$ cat src/rtl/pe_link_prober.sv
// Link-test initiator: drives a numbered word sequence toward a loopback PE,
// checks the echo, and reports error count and round-trip latency.
// Optional macro PE_LINK_PROBER_STALL_EN: periodic ap_start stalls plus duplicate filtering.
module pe_link_prober #(
   parameter int WIDTH     = 130,
   parameter int NUM_WORDS = 256,
   parameter int TIMEOUT   = 15
) (
   input  logic             clk,
   input  logic             reset,
   input  logic             start,
   output logic [WIDTH-1:0] out_to_pe,
   output logic             out_start,
   input  logic [WIDTH-1:0] in_from_pe,
   output logic             busy,
   output logic             done,
   output logic             pass,
   output logic [15:0]      err_count,
   output logic [7:0]       latency
);

   typedef enum logic [2:0] {
      S_IDLE,
      S_FLUSH,
      S_SEND,
      S_DRAIN,
      S_DONE
   } state_t;

   localparam logic [16:0] NW17     = 17'(NUM_WORDS);
   localparam logic [15:0] LAST_IDX = 16'(NUM_WORDS - 1);
   localparam logic [7:0]  TO8      = 8'(TIMEOUT);

   // Marker in the MSB, sequence number low, inverted sequence number repeated in between.
   function automatic logic [WIDTH-1:0] makeWord(input logic [15:0] k);
      logic [WIDTH-1:0] w;
      w = '0;
      w[15:0] = k;
      for (int i = 16; i < WIDTH - 1; i++) begin
         w[i] = ~k[4'((i - 16) % 16)];
      end
      w[WIDTH-1] = 1'b1;
      return w;
   endfunction

   state_t           r_state;
   state_t           w_nextState;
   logic             r_flushCnt;
   logic [15:0]      r_txIdx;
   logic [16:0]      r_rxIdx;
   logic [7:0]       r_idleCnt;
   logic [7:0]       r_latCnt;
   logic             r_latRun;
   logic [15:0]      r_errCount;
   logic [7:0]       r_latency;
   logic [WIDTH-1:0] r_outToPe;
   logic             r_outStart;

   logic             w_rxWindow;
   logic             w_marker;
   logic             w_accept;
   logic             w_idleReset;
   logic             w_mismatch;
   logic [16:0]      w_rxNext;
   logic [7:0]       w_idleNext;
   logic             w_rxComplete;
   logic             w_timeout;
   logic             w_sendLast;
   logic             w_nextStall;
   logic             w_runStart;
   logic [16:0]      w_missing;
   logic [16:0]      w_errPlusMissing;
   logic [16:0]      w_errPlusOne;
   logic [WIDTH-1:0] w_expWord;

`ifdef PE_LINK_PROBER_STALL_EN
   logic [1:0]       r_sendCyc;
   logic [1:0]       w_nextCyc;
   logic [15:0]      r_lastSeq;
   logic             r_haveLast;
   logic             w_dup;
`endif

   // Receive-side qualification, shared by the FSM and the datapath.
   always_comb begin
      w_rxWindow = (r_state == S_SEND) || (r_state == S_DRAIN);
      w_marker   = in_from_pe[WIDTH-1];
`ifdef PE_LINK_PROBER_STALL_EN
      w_dup       = r_haveLast && (in_from_pe[15:0] == r_lastSeq);
      w_idleReset = w_marker && !w_dup;
      w_accept    = w_rxWindow && w_marker && !w_dup && (r_rxIdx < NW17);
      w_nextCyc   = (r_state == S_SEND) ? r_sendCyc + 2'd1 : 2'd0;
`else
      w_idleReset = w_marker;
      w_accept    = w_rxWindow && w_marker && (r_rxIdx < NW17);
`endif
      w_expWord    = makeWord(r_rxIdx[15:0]);
      w_mismatch   = w_accept && (in_from_pe != w_expWord);
      w_rxNext     = r_rxIdx + 17'(w_accept);
      w_idleNext   = w_idleReset ? 8'd0 : r_idleCnt + 8'd1;
      w_rxComplete = (w_rxNext == NW17);
      w_timeout    = (w_idleNext == TO8);
      w_sendLast   = (r_state == S_SEND) && (r_txIdx == LAST_IDX);
      w_runStart   = ((r_state == S_IDLE) || (r_state == S_DONE)) && start;
      w_missing        = NW17 - w_rxNext;
      w_errPlusMissing = {1'b0, r_errCount} + w_missing;
      w_errPlusOne     = {1'b0, r_errCount} + 17'd1;
   end

   always_ff @(posedge clk) begin
      if (reset) begin
         r_state <= S_IDLE;
      end else begin
         r_state <= w_nextState;
      end
   end

   always_comb begin
      w_nextState = r_state;
      case (r_state)
         S_IDLE:  if (start) w_nextState = S_FLUSH;
         S_FLUSH: if (r_flushCnt) w_nextState = S_SEND;
         S_SEND:  if (w_sendLast) w_nextState = S_DRAIN;
         S_DRAIN: if (w_rxComplete || w_timeout) w_nextState = S_DONE;
         S_DONE:  if (start) w_nextState = S_FLUSH;
         default: w_nextState = S_IDLE;
      endcase
   end

   always_comb begin
      w_nextStall = 1'b0;
`ifdef PE_LINK_PROBER_STALL_EN
      w_nextStall = (w_nextState == S_SEND) && (w_nextCyc == 2'b11);
`endif
   end

   // Transmit path, receiver bookkeeping and result registers.
   always_ff @(posedge clk) begin
      if (reset) begin
         r_flushCnt <= 1'b0;
         r_txIdx    <= '0;
         r_rxIdx    <= '0;
         r_idleCnt  <= '0;
         r_latCnt   <= '0;
         r_latRun   <= 1'b0;
         r_errCount <= '0;
         r_latency  <= 8'hFF;
         r_outToPe  <= '0;
         r_outStart <= 1'b0;
`ifdef PE_LINK_PROBER_STALL_EN
         r_sendCyc  <= '0;
         r_lastSeq  <= '0;
         r_haveLast <= 1'b0;
`endif
      end else begin
         r_outStart <= ((w_nextState == S_FLUSH) || (w_nextState == S_SEND) ||
                        (w_nextState == S_DRAIN)) && !w_nextStall;

         if (r_latRun && (r_latCnt != 8'hFF)) begin
            r_latCnt <= r_latCnt + 8'd1;
         end

         if (w_runStart) begin
            r_errCount <= '0;
            r_rxIdx    <= '0;
            r_latency  <= 8'hFF;
            r_latRun   <= 1'b0;
            r_flushCnt <= 1'b0;
            r_idleCnt  <= '0;
            r_outToPe  <= '0;
`ifdef PE_LINK_PROBER_STALL_EN
            r_haveLast <= 1'b0;
`endif
         end

         case (r_state)
            S_FLUSH: begin
               r_flushCnt <= 1'b1;
               if (r_flushCnt) begin
                  r_outToPe <= makeWord(16'd0);
                  r_txIdx   <= '0;
                  r_latCnt  <= '0;
                  r_latRun  <= 1'b1;
`ifdef PE_LINK_PROBER_STALL_EN
                  r_sendCyc <= '0;
`endif
               end
            end
            S_SEND: begin
`ifdef PE_LINK_PROBER_STALL_EN
               r_sendCyc <= w_nextCyc;
`endif
               if (w_sendLast) begin
                  r_outToPe <= '0;
                  r_idleCnt <= '0;
               end else if (!w_nextStall) begin
                  r_txIdx   <= r_txIdx + 16'd1;
                  r_outToPe <= makeWord(r_txIdx + 16'd1);
               end
            end
            S_DRAIN: begin
               r_idleCnt <= w_idleNext;
               if (w_timeout && !w_rxComplete) begin
                  r_errCount <= w_errPlusMissing[16] ? 16'hFFFF : w_errPlusMissing[15:0];
               end
            end
            default: ;
         endcase

         // A received word counts even on the cycle the FSM leaves SEND or DRAIN.
         if (w_accept) begin
            r_rxIdx <= w_rxNext;
            if (w_mismatch) begin
               r_errCount <= w_errPlusOne[16] ? 16'hFFFF : w_errPlusOne[15:0];
            end
            if (r_latRun) begin
               r_latency <= r_latCnt;
               r_latRun  <= 1'b0;
            end
`ifdef PE_LINK_PROBER_STALL_EN
            r_lastSeq  <= in_from_pe[15:0];
            r_haveLast <= 1'b1;
`endif
         end
      end
   end

   assign out_to_pe = r_outToPe;
   assign out_start = r_outStart;
   assign busy      = (r_state == S_FLUSH) || (r_state == S_SEND) || (r_state == S_DRAIN);
   assign done      = (r_state == S_DONE);
   assign pass      = done && (r_errCount == 16'd0);
   assign err_count = r_errCount;
   assign latency   = r_latency;

endmodule
$ cat config.mk
export PLATFORM = sky130hd
export DESIGN_NAME = pe_link_prober
export DESIGN_NICKNAME = d
export VERILOG_FILES = /design/src/rtl/pe_link_prober.sv
export SDC_FILE = /design/constraint.sdc
export NUM_CORES = 1
export LEC_CHECK = 0
export CAP_MARGIN = 40
export CELL_PAD_IN_SITES_DETAIL_PLACEMENT = 0
export CELL_PAD_IN_SITES_GLOBAL_PLACEMENT = 2
export CORE_UTILIZATION = 30
export CTS_CLUSTER_DIAMETER = 120
export DETAILED_ROUTE_END_ITERATION = 12
export PLACE_DENSITY_LB_ADDON = 0.1
export SLEW_MARGIN = 40
export SYNTH_ARGS = -nofsm -noshare
export SYNTH_HDL_FRONTEND = slang
export SYNTH_SLANG_ARGS = --single-unit
export TNS_END_PERCENT = 50
$ cat constraint.sdc
create_clock -name clk -period 14.6 [get_ports clk]
set_input_delay 3.65 -clock clk [delete_from_list [all_inputs] [get_ports clk]]
set_output_delay 3.65 -clock clk [all_outputs]
set_load 0.01 [all_outputs]
==> flow_summary_export.csv <==
group,metric,value,unit
status,status,"complete, no violations",
die,start_util,0.306,
sta,finalSetupViolations,0,
placed_design,dp_hpwl,21300,um
die,die_h,184,um
placed_design,io_buffers,234,
min_path,min_path_cells,2,
finish,seq_area,4180,um^2
worst_setup_path,setup.worst_path.start,"in_from_pe[129]",
sta,maxSlewHeadroom,0.461,
logic_synthesis,synth_edf_count,0,
grt,grt_pass1_vias,8506,
power_and_ir_drop,total_power,1.40,mW
logic_synthesis,syn_inst,1167,
grt,overflow,0,
finish,multi_input_area,5390,um^2
clock_network,clockBufferDepth,3,
worst_setup_path,critPathArrivalTime,9120,ps
logic_synthesis,synthFlopType,"dfxtp_1",
power_and_ir_drop,ir_worst_vdd,0.0000741,V
worst_setup_path,reg2reg_depth,19,
placed_design,dpl.cell_count,1787,
logic_synthesis,synth_cell_types,72,
die,die_area,34000,um^2
sta,min_period,8700,ps
clock_network,clk_pin_slew,60,ps
sta,finalHoldViolCount,0,
finish,antenna_cells,0,
logic_synthesis,syn_avg_cell_area,8.55,um^2
logic_synthesis,async_flop_share,0,
worst_setup_path,cp-start-kind,"input pin",
drt,drtPass1Iterations,5,
worst_setup_path,rrSetupSlack,8940,ps
sta,skew,28.9,ps
worst_setup_path,worstSetupPathType,"in -> reg",
logic_synthesis,syn_nets,1337,
worst_setup_path,end_kind,"register",
min_path,hold_path_startpoint,"out_to_pe[11]$_SDFF_PP0_",
logic_synthesis,yosysSeqAreaShare,0.420,
finish,areaGrowthSynthToFinish,35.0,%
clock_network,cts_tree,"built",
die,num_io_pins,291,
min_path,worstHoldPathType,"reg -> reg",
flow_run,maxCapViolCount,0,
power_and_ir_drop,p_per_area,104,nW/um^2
worst_setup_path,critPathMaxFanout,12,
sta,slew_violations,0,
min_path,holdPathEnd,"out_to_pe[11]$_SDFF_PP0_",
drt,drc_errors,0,
finish,nFillCells,3336,
drt,initialDrtViolationCount,466,
drt,wl,29800,um
sta,finalSetupTns,0,ps
clock_network,clk_latency,530,ps
grt,antenna_found_initial,0,
logic_synthesis,synth_top_area_frac,0.420,
die,rows,66,
sta,timing.final.crit_share,0.596,
clock_network,clock_sinks,209,
worst_setup_path,crit_required,15020,ps
finish,nets,1543,
power_and_ir_drop,power.leakage,4.88,nW
sta,worst_slew_pin_slew,808,ps
drt,vias_per_cell,4.84,
logic_synthesis,yosys.area.top_type,"dfxtp_1",
logic_synthesis,ys_warn_count,0,
drt,antenna_left,0,
drt,vias,8861,
logic_synthesis,synth_area_leaders,"dfxtp_1, a21oi_1, nor2_1, ha_1, nand2_1",
die,core-area,32600,um^2
placed_design,gp_congestion,0.759,
grt,grt_pass1_wl,47300,um
sta,timing.fmax,115,MHz
clock_network,cts_root_buffer,"clkbuf_16",
clock_network,postCtsResizedCells,0,
logic_synthesis,netlist_area,9970,um^2
grt,grt_use_total,0.174,
clock_network,numCtsBuffers,25,
sta,rsz0062_at_grt,"false",
clock_network,cts_setup_buffers,0,
grt,grt_max_degree,76,
die,die_x,184,um
worst_setup_path,r2r-start,"r_state[1]$_SDFF_PP0_",
logic_synthesis,ys_ff_latch,209,
drt,wl_per_cell,16.2,um
finish,layoutNonFillerInstCount,1832,
worst_setup_path,reg2reg_to,"err_count[0]$_SDFF_PP0_",
clock_network,ctsHoldBuffers,0,
clock_network,htreeDepth,1,
finish,drive_above_1_share,0.0619,
==> power by group <==
part / internal (mW) / switching, mW / leakage [nW] / total [mW]
clock: 0.352 / 0.250 / 0.382 / 0.602
sequential: 0.590 / 0.0161 / 1.69 / 0.606
combinational: 0.0839 / 0.108 / 2.81 / 0.192
==> routing by layer <==
metal | part of all wire | wire, um | track usage | vias to the layer above
met3 | 0.053 | 1590 | 0.0326 | 36
met4 | 0.019 | 572 | 0.0427 | 0
met1 | 0.51 | 15100 | 0.249 | 4091
li1 | - | - | - | 4512
met2 | 0.42 | 12600 | 0.266 | 222
met5 | 0 | 0 | 0 | -
==> sequential cells by signal, indices dropped and copies added (netlist names) <==
register / flops
out_to_pe: 130
r_latCnt: 8
r_state: 3
latency: 8
r_latRun: 1
err_count: 16
r_rxIdx: 17
r_flushCnt: 1
r_txIdx: 16
out_start: 1
r_idleCnt: 8
==> Yosys cell counts, types with 6 or more instances <==
master and n:
clkbuf_1 46, a22oi_1 12, inv_1 29, xor2_1 42, nand4_1 18, o211ai_1 11, nor2_1 123, dfxtp_1 209
and3_1 19, a31oi_1 10, nand2b_1 6, o21ai_0 52, ha_1 36, nor3_1 39, nand3_1 35, xnor2_1 47
buf_2 8, nand2_1 117, nor4_1 13, nor3b_1 6, and2_1 67, a21oi_1 101, o31ai_1 14, a221oi_2 12
==> cells by family after synthesis <==
group / after synthesis / share of synthesized area
XOR/XNOR: 89 / 0.0782
multiplexers: 5 / 0.00502
AO/OA/AOI/OAI: 257 / 0.169
AND/OR/NAND/NOR: 474 / 0.238
adder cells (fa/ha/maj): 37 / 0.0472
flip-flops: 209 / 0.420
buffers and inverters: 96 / 0.0430
==> worst max path at each step <==
| stage | endpoint | cells after the start | slack, ps |
|---|---|---|---|
| after floorplan | err_count[11]$_SDFF_PP0_ | 21 | 7070 |
| final | err_count[0]$_SDFF_PP0_ | 21 | 5900 |
| after global placement | err_count[1]$_SDFF_PP0_ | 21 | 4700 |
| after detailed placement | err_count[0]$_SDFF_PP0_ | 21 | 4770 |
| after global routing | err_count[0]$_SDFF_PP0_ | 21 | 5310 |
| after CTS | err_count[0]$_SDFF_PP0_ | 21 | 5260 |
==> final cells by class <==
cell class                 instances  area share
tap                              442      0.0411
sequential                       209       0.311
multi-input combinational        862       0.400
timing repair buffer             245       0.180
inverter                          30     0.00837
clock inverter                    13     0.00818
clock buffer                      31      0.0511
==> placed cells by master (no fill, tap or decap), types with 4 or more instances in the layout <==
cell / n
a21oi_1: 100
inv_1: 29
and3_1: 19
a31oi_1: 10
a221oi_2: 12
clkinvlp_4: 5
o211ai_1: 11
mux2i_1: 5
clkdlybuf4s50_1: 233
a22oi_1: 12
and2_1: 67
dfxtp_1: 209
o21a_1: 5
xor2_1: 42
a21o_1: 5
ha_1: 36
o21ai_0: 52
nand4_1: 18
nor4_1: 12
clkinv_2: 5
nand2b_1: 6
clkbuf_8: 4
o22ai_1: 4
buf_4: 11
nand2_1: 117
nand3b_1: 4
nand3_1: 35
a311oi_1: 4
xnor2_1: 47
nor3_1: 38
o31ai_1: 14
clkbuf_16: 25
nor2_1: 120
nor3b_1: 6
==> worst max-delay path, stage by stage <==
cell	delay, ps
clkdlybuf4s50_1	620
inv_1	120
nor4_1	180
nand4_1	260
inv_1	340
ha_1	210
ha_1	330
nand3_1	220
nor2_1	470
nand3_1	150
xor2_1	180
ha_1	200
ha_1	330
a21oi_1	240
nand2_1	110
a211oi_1	390
o31ai_1	150
xnor2_1	390
nor3_2	60
buf_4	240
a221oi_2	280
==> per-stage QoR <==
step | utilization | area [um^2] | setup WS (ps) | hold slack (ps)
floorplan | - | 9970 | 7070 | 457
global placement | 0.387 | 12600 | 4700 | 438
detailed placement | 0.388 | 12600 | 4770 | 443
CTS | 0.412 | 13400 | 5260 | 454
global route | 0.413 | 13500 | 5310 | 465
finish | 0.413 | 13500 | 5900 | 450
Power figures use the tool's default switching activity.
==> RTL edit 1 (config.mk and constraints unchanged) <==
Set the parameter `WIDTH` to 65 (it was 130).
--- a/src/rtl/pe_link_prober.sv
+++ b/src/rtl/pe_link_prober.sv
@@ -3,5 +3,5 @@
 // Optional macro PE_LINK_PROBER_STALL_EN: periodic ap_start stalls plus duplicate filtering.
 module pe_link_prober #(
-   parameter int WIDTH     = 130,
+   parameter int WIDTH     = 65,
    parameter int NUM_WORDS = 256,
    parameter int TIMEOUT   = 15
Ports: changed (resized in_from_pe and out_to_pe); port bits go from 291 to 161. No check against the original RTL was run, so the function may have changed too.
==> RTL edit 1 against the unedited design <==
Die area fell by 21%; clock skew fell by 0.015 ns; design area fell by 25%; total power fell by 31%; worst setup slack got worse by 0.084 ns; sequential cell count fell by 65; synthesized area fell by 21%; combinational power fell by 38%; wire length fell by 19%; synthesized cell count fell by 18%; critical endpoint is now err_count[2]; largest cell class unchanged; largest power group is now clock; highest routed layer unchanged.
==> RTL edit 1: results (changes against the unedited design) <==
| Metric | Value |
|---|---|
| Vias | 7114 (-20%) |
| # fillers | 2610 (-22%) |
| Register area | 2880 um^2 (-31%) |
| Cells after Synth | 952 (-18%) |
| Mux share of post-synthesis cell area | 0.828% (+0.33 points) |
| Final setup margin | 5.82 ns (-0.0842 ns) |
| Critical path destination | err_count[2] |
| H-tree depth | 4 (+3) |
| Status | completed |
| Clock skew | 0.0138 ns (-0.0150 ns) |
| GR Layer Usage met3 | 4.62% (+1.4 points) |
| First-pass GRT wire length | 38.9 mm (-18%) |
| Post-detail-place hpwl | 17.1 mm (-20%) |
| Area fraction in compound gates after synthesis | 18.1% (+1.2 points) |
| Crit. Startpoint | in_from_pe[64] |
| Clk Latency, worst-skew pair | 0.43 ns (-0.10 ns) |
| FF-to-FF path depth | 18 (-1) |
| CP max stage delay | 0.65 ns (+0.03 ns) |
| Sequential area share after synthesis | 36.7% (-5.3 points) |
| Met1 wire length | 12.6 mm (-16%) |
| Slew headroom | 44.4% (-1.7 points) |
| List of most frequent post-synthesis cells | dfxtp_1 (144), nor2_1 (115), nand2_1 (77) |
| Post-synth cell types | 75 (+4.2%) |
| Hold Path Sink | out_to_pe[12] |
| Drt pass-1 iters | 4 (-1) |
| Share of layout cells above drive strength 1 | 6.87% (+0.68 points) |
| Placer Congestion | 0.806 (+6.1%) |
| Total wire length | 24.0 mm (-19%) |
| PortBufs | 136 (-42%) |
| Hold Path Origin | out_to_pe[12] |
| Metal2 WL | 9.96 mm (-21%) |
| Total CTS buffers | 17 (-32%) |
| Max FFs per register | 65 (-50%) |
| Worst vdd ir | 79.1 uV (+6.6%) |
| M1 GR Usage | 27.4% (+2.6 points) |
| DP Area | 9460 um^2 (-25%) |
-- RTL edit 1: cell count changes in the layout (fill, tap and decap cells not counted), sizes merged, moves of 9 or more --
cell and change:
dfxtp -65, xor2 -15, and2 -34, clkbuf -13, a211oi +9, nor3 -11, nand2 -39, a21oi -28
clkdlybuf4s50 -98, o31ai -14
-- RTL edit 1: power breakdown --
part	internal, uW	switching, uW
sequential	401	8.64
clock	245	193
combinational	50.5	69.8
-- RTL edit 1: final cells by class --
| cell class | count | area share [%] |
|---|---|---|
| Multi-Input combinational cell | 734 | 46.5 |
| Inverter | 25 | 0.935 |
| Clock buffer | 18 | 4.37 |
| Sequential cell | 144 | 28.7 |
| Tap cell | 330 | 4.11 |
| Clock inverter | 14 | 1.43 |
| Timing Repair Buffer | 142 | 14.0 |
-- RTL edit 1: worst max-delay path: cells and delay by family --
kind                       cells  cell delay (ns)
buffers and inverters          2             0.85
AOI/OAI and AO/OA              6             1.52
xor gates and xnor gates       2             0.63
adders and majority gates      3             0.85
and+or+nand+nor                6             1.56
==> RTL edit 2 (same settings) <==
Without the edit above. The 5 states of `state_t` get a one-hot encoding in 5 bits.
--- a/src/rtl/pe_link_prober.sv
+++ b/src/rtl/pe_link_prober.sv
@@ -20,10 +20,10 @@
 );
 
-   typedef enum logic [2:0] {
-      S_IDLE,
-      S_FLUSH,
-      S_SEND,
-      S_DRAIN,
-      S_DONE
+   typedef enum logic [4:0] {
+      S_IDLE  = 5'b00001,
+      S_FLUSH = 5'b00010,
+      S_SEND  = 5'b00100,
+      S_DRAIN = 5'b01000,
+      S_DONE  = 5'b10000
    } state_t;
 
Formal check against the unedited RTL: same outputs for any inputs over 4 cycles, from zero or initial values and one cycle with reset high; so few cycles prove little.
==> RTL edit 2 against the unedited design <==
Worst setup slack worse by 0.024 ns; synthesized area up 8.1%; wire length rose by 14%; sequential cell count grew 2; synthesized cell count grew 13%; design area increased by 6.5%; die area increased by 8.0%; largest cell class unchanged.
Power is not compared: it rests on default switching activity, and its combinational part moved more than twofold at a synthesized area within 25%.
==> RTL edit 2: results (changes against the unedited design) <==
| Metric | Value |
|---|---|
| Status | completed |
| Setup CP Type | in -> reg |
| Sequential area share after synthesis | 39.2% (-2.8 points) |
| Post-detail-place hpwl | 23.3 mm (+9.3%) |
| Clock skew | 0.0289 ns (-0.0000214 ns) |
| Clk Latency, worst-skew pair | 0.54 ns |
| Post-synth cell types | 75 (+4.2%) |
| Vias/cell | 4.99 (+3.2%) |
| LEAKAGE | 0.00527 uW |
| Final #Nets | 1669 (+8.2%) |
| Routed len/inst | 17.2 um (+6.0%) |
| Total CTS buffers | 27 (+8.0%) |
| Initial antenna violation count | 0 (unchanged) |
| CTS clk-pin slew, worst paths | 0.06 ns (about the same) |
| Tot GR Track Use | 17.9% (+0.57 points) |
| Cells after Synth | 1313 (+13%) |
| Fin Hold WS | 0.454 ns (+0.00382 ns) |
| DR iter-0 viols | 490 (+5.2%) |
| Worst EP arrival | 9.11 ns (about the same) |
| Top delay family on crit path | adder cells |
| Min cycle time layout | 8.72 ns (+0.0243 ns) |
| Cell count after placement | 1928 (+7.9%) |
| Met1 wire length | 15.6 mm (+3.7%) |
| CP max stage delay | 0.71 ns (+0.09 ns) |
| Hold Path Origin | out_to_pe[10] |
| Metal2 WL | 16.4 mm (+30%) |
| Non-Filler Instances | 1975 (+7.8%) |
| FF-to-FF path depth | 20 (+1) |
| Critical path destination | err_count[4] |
| Share of layout cells above drive strength 1 | 5.28% (-0.90 points) |
| DP Area | 13400 um^2 (+6.0%) |
| Largest net degree at the start of global routing | 73 (-3.9%) |
| Place WS | 5.29 ns (+0.528 ns) |
| Internal reg-to-reg setup slack | 8.68 ns (-0.26 ns) |
| # fillers | 3640 (+9.1%) |
| Post-cts sizing count | 0 (unchanged) |
| PortBufs | 234 (unchanged) |
| Setup_tns | 0 ns (unchanged) |
| Worst vdd ir | 70.3 uV |
| Largest cells by area after synthesis | dfxtp_1 (39%), a21oi_1 (6.1%), nor2_1 (5.7%), o21a_1 (4.8%), ha_1 (4.5%) |
| Drt pass-1 iters | 5 (unchanged) |
| Syn_nets | 1486 (+11%) |
| Worst-Margin Slew | 0.772 ns (-0.0367 ns) |
| Vias in the first global route | 9435 (+11%) |
| List of most frequent post-synthesis cells | dfxtp_1 (211), nor2_1 (164), a21oi_1 (132) |
| Max FFs per register | 130 (unchanged) |
| WL met3 | 1.64 mm (+3.2%) |
| Placer Congestion | 0.838 (+10%) |
| First-pass GRT wire length | 52.8 mm (+12%) |
| Slowest-stage cell, CP | clkdlybuf4s50_1 |
| Crit path max fanout | 7 (-5) |
| Hold Path Sink | out_to_pe[10] |
[RTL edit 2: kinds of logic (layout without fill, tap and decap cells)]
logic type / Yosys count / in the layout / synth area share [%]
flops: 211 / 211 / 39.2
xor+xnor: 74 / 74 / 6.01
simple gates: 532 / 532 / 25.4
buf+inv: 113 / 314 / 4.33
fa+ha+maj: 40 / 40 / 4.71
compound gates: 335 / 335 / 19.6
mux: 8 / 8 / 0.766
[RTL edit 2: area by class of cell]
type / count / area, um^2 / area share, %
Multi-Input combinational cell: 989 / 6100 / 42.6
Sequential cell: 211 / 4220 / 29.5
Timing Repair Buffer: 242 / 2410 / 16.8
Clock buffer: 35 / 766 / 5.34
Tap cell: 461 / 577 / 4.02
Clock inverter: 12 / 169 / 1.18
Inverter: 25 / 93.8 / 0.654
[RTL edit 2: worst reg2reg max path, cell delays in order, from the launching register on]
cell and delay [ns]:
dfxtp_1 0.36, nor3_1 0.35, and3b_1 0.31, nor2_1 0.16
nor2_1 0.28, ha_1 0.33, ha_1 0.32, and3_1 0.34
nand3_1 0.13, xnor2_1 0.38, inv_1 0.09, ha_1 0.28
ha_1 0.33, or2_2 0.32, o31a_1 0.13, a31o_2 0.29
a41oi_1 0.33, xor2_1 0.53, a21boi_0 0.19, a211oi_1 0.25
a211oi_1 0.07
[RTL edit 2: metal layers]
layer,track usage (%),vias up
li1,-,5017
met1,23.9,4667
met2,30.2,144
met3,3.40,32
met4,3.21,0
met5,0,-
[RTL edit 2: power groups by stage]
stage,combinational (uW),sequential (uW),clock (uW)
floorplan,36.2,592,0
global placement,78.5,592,0
detailed placement,77.7,592,0
CTS,78.1,579,723
global route,84.5,579,748
finish,76.8,579,698
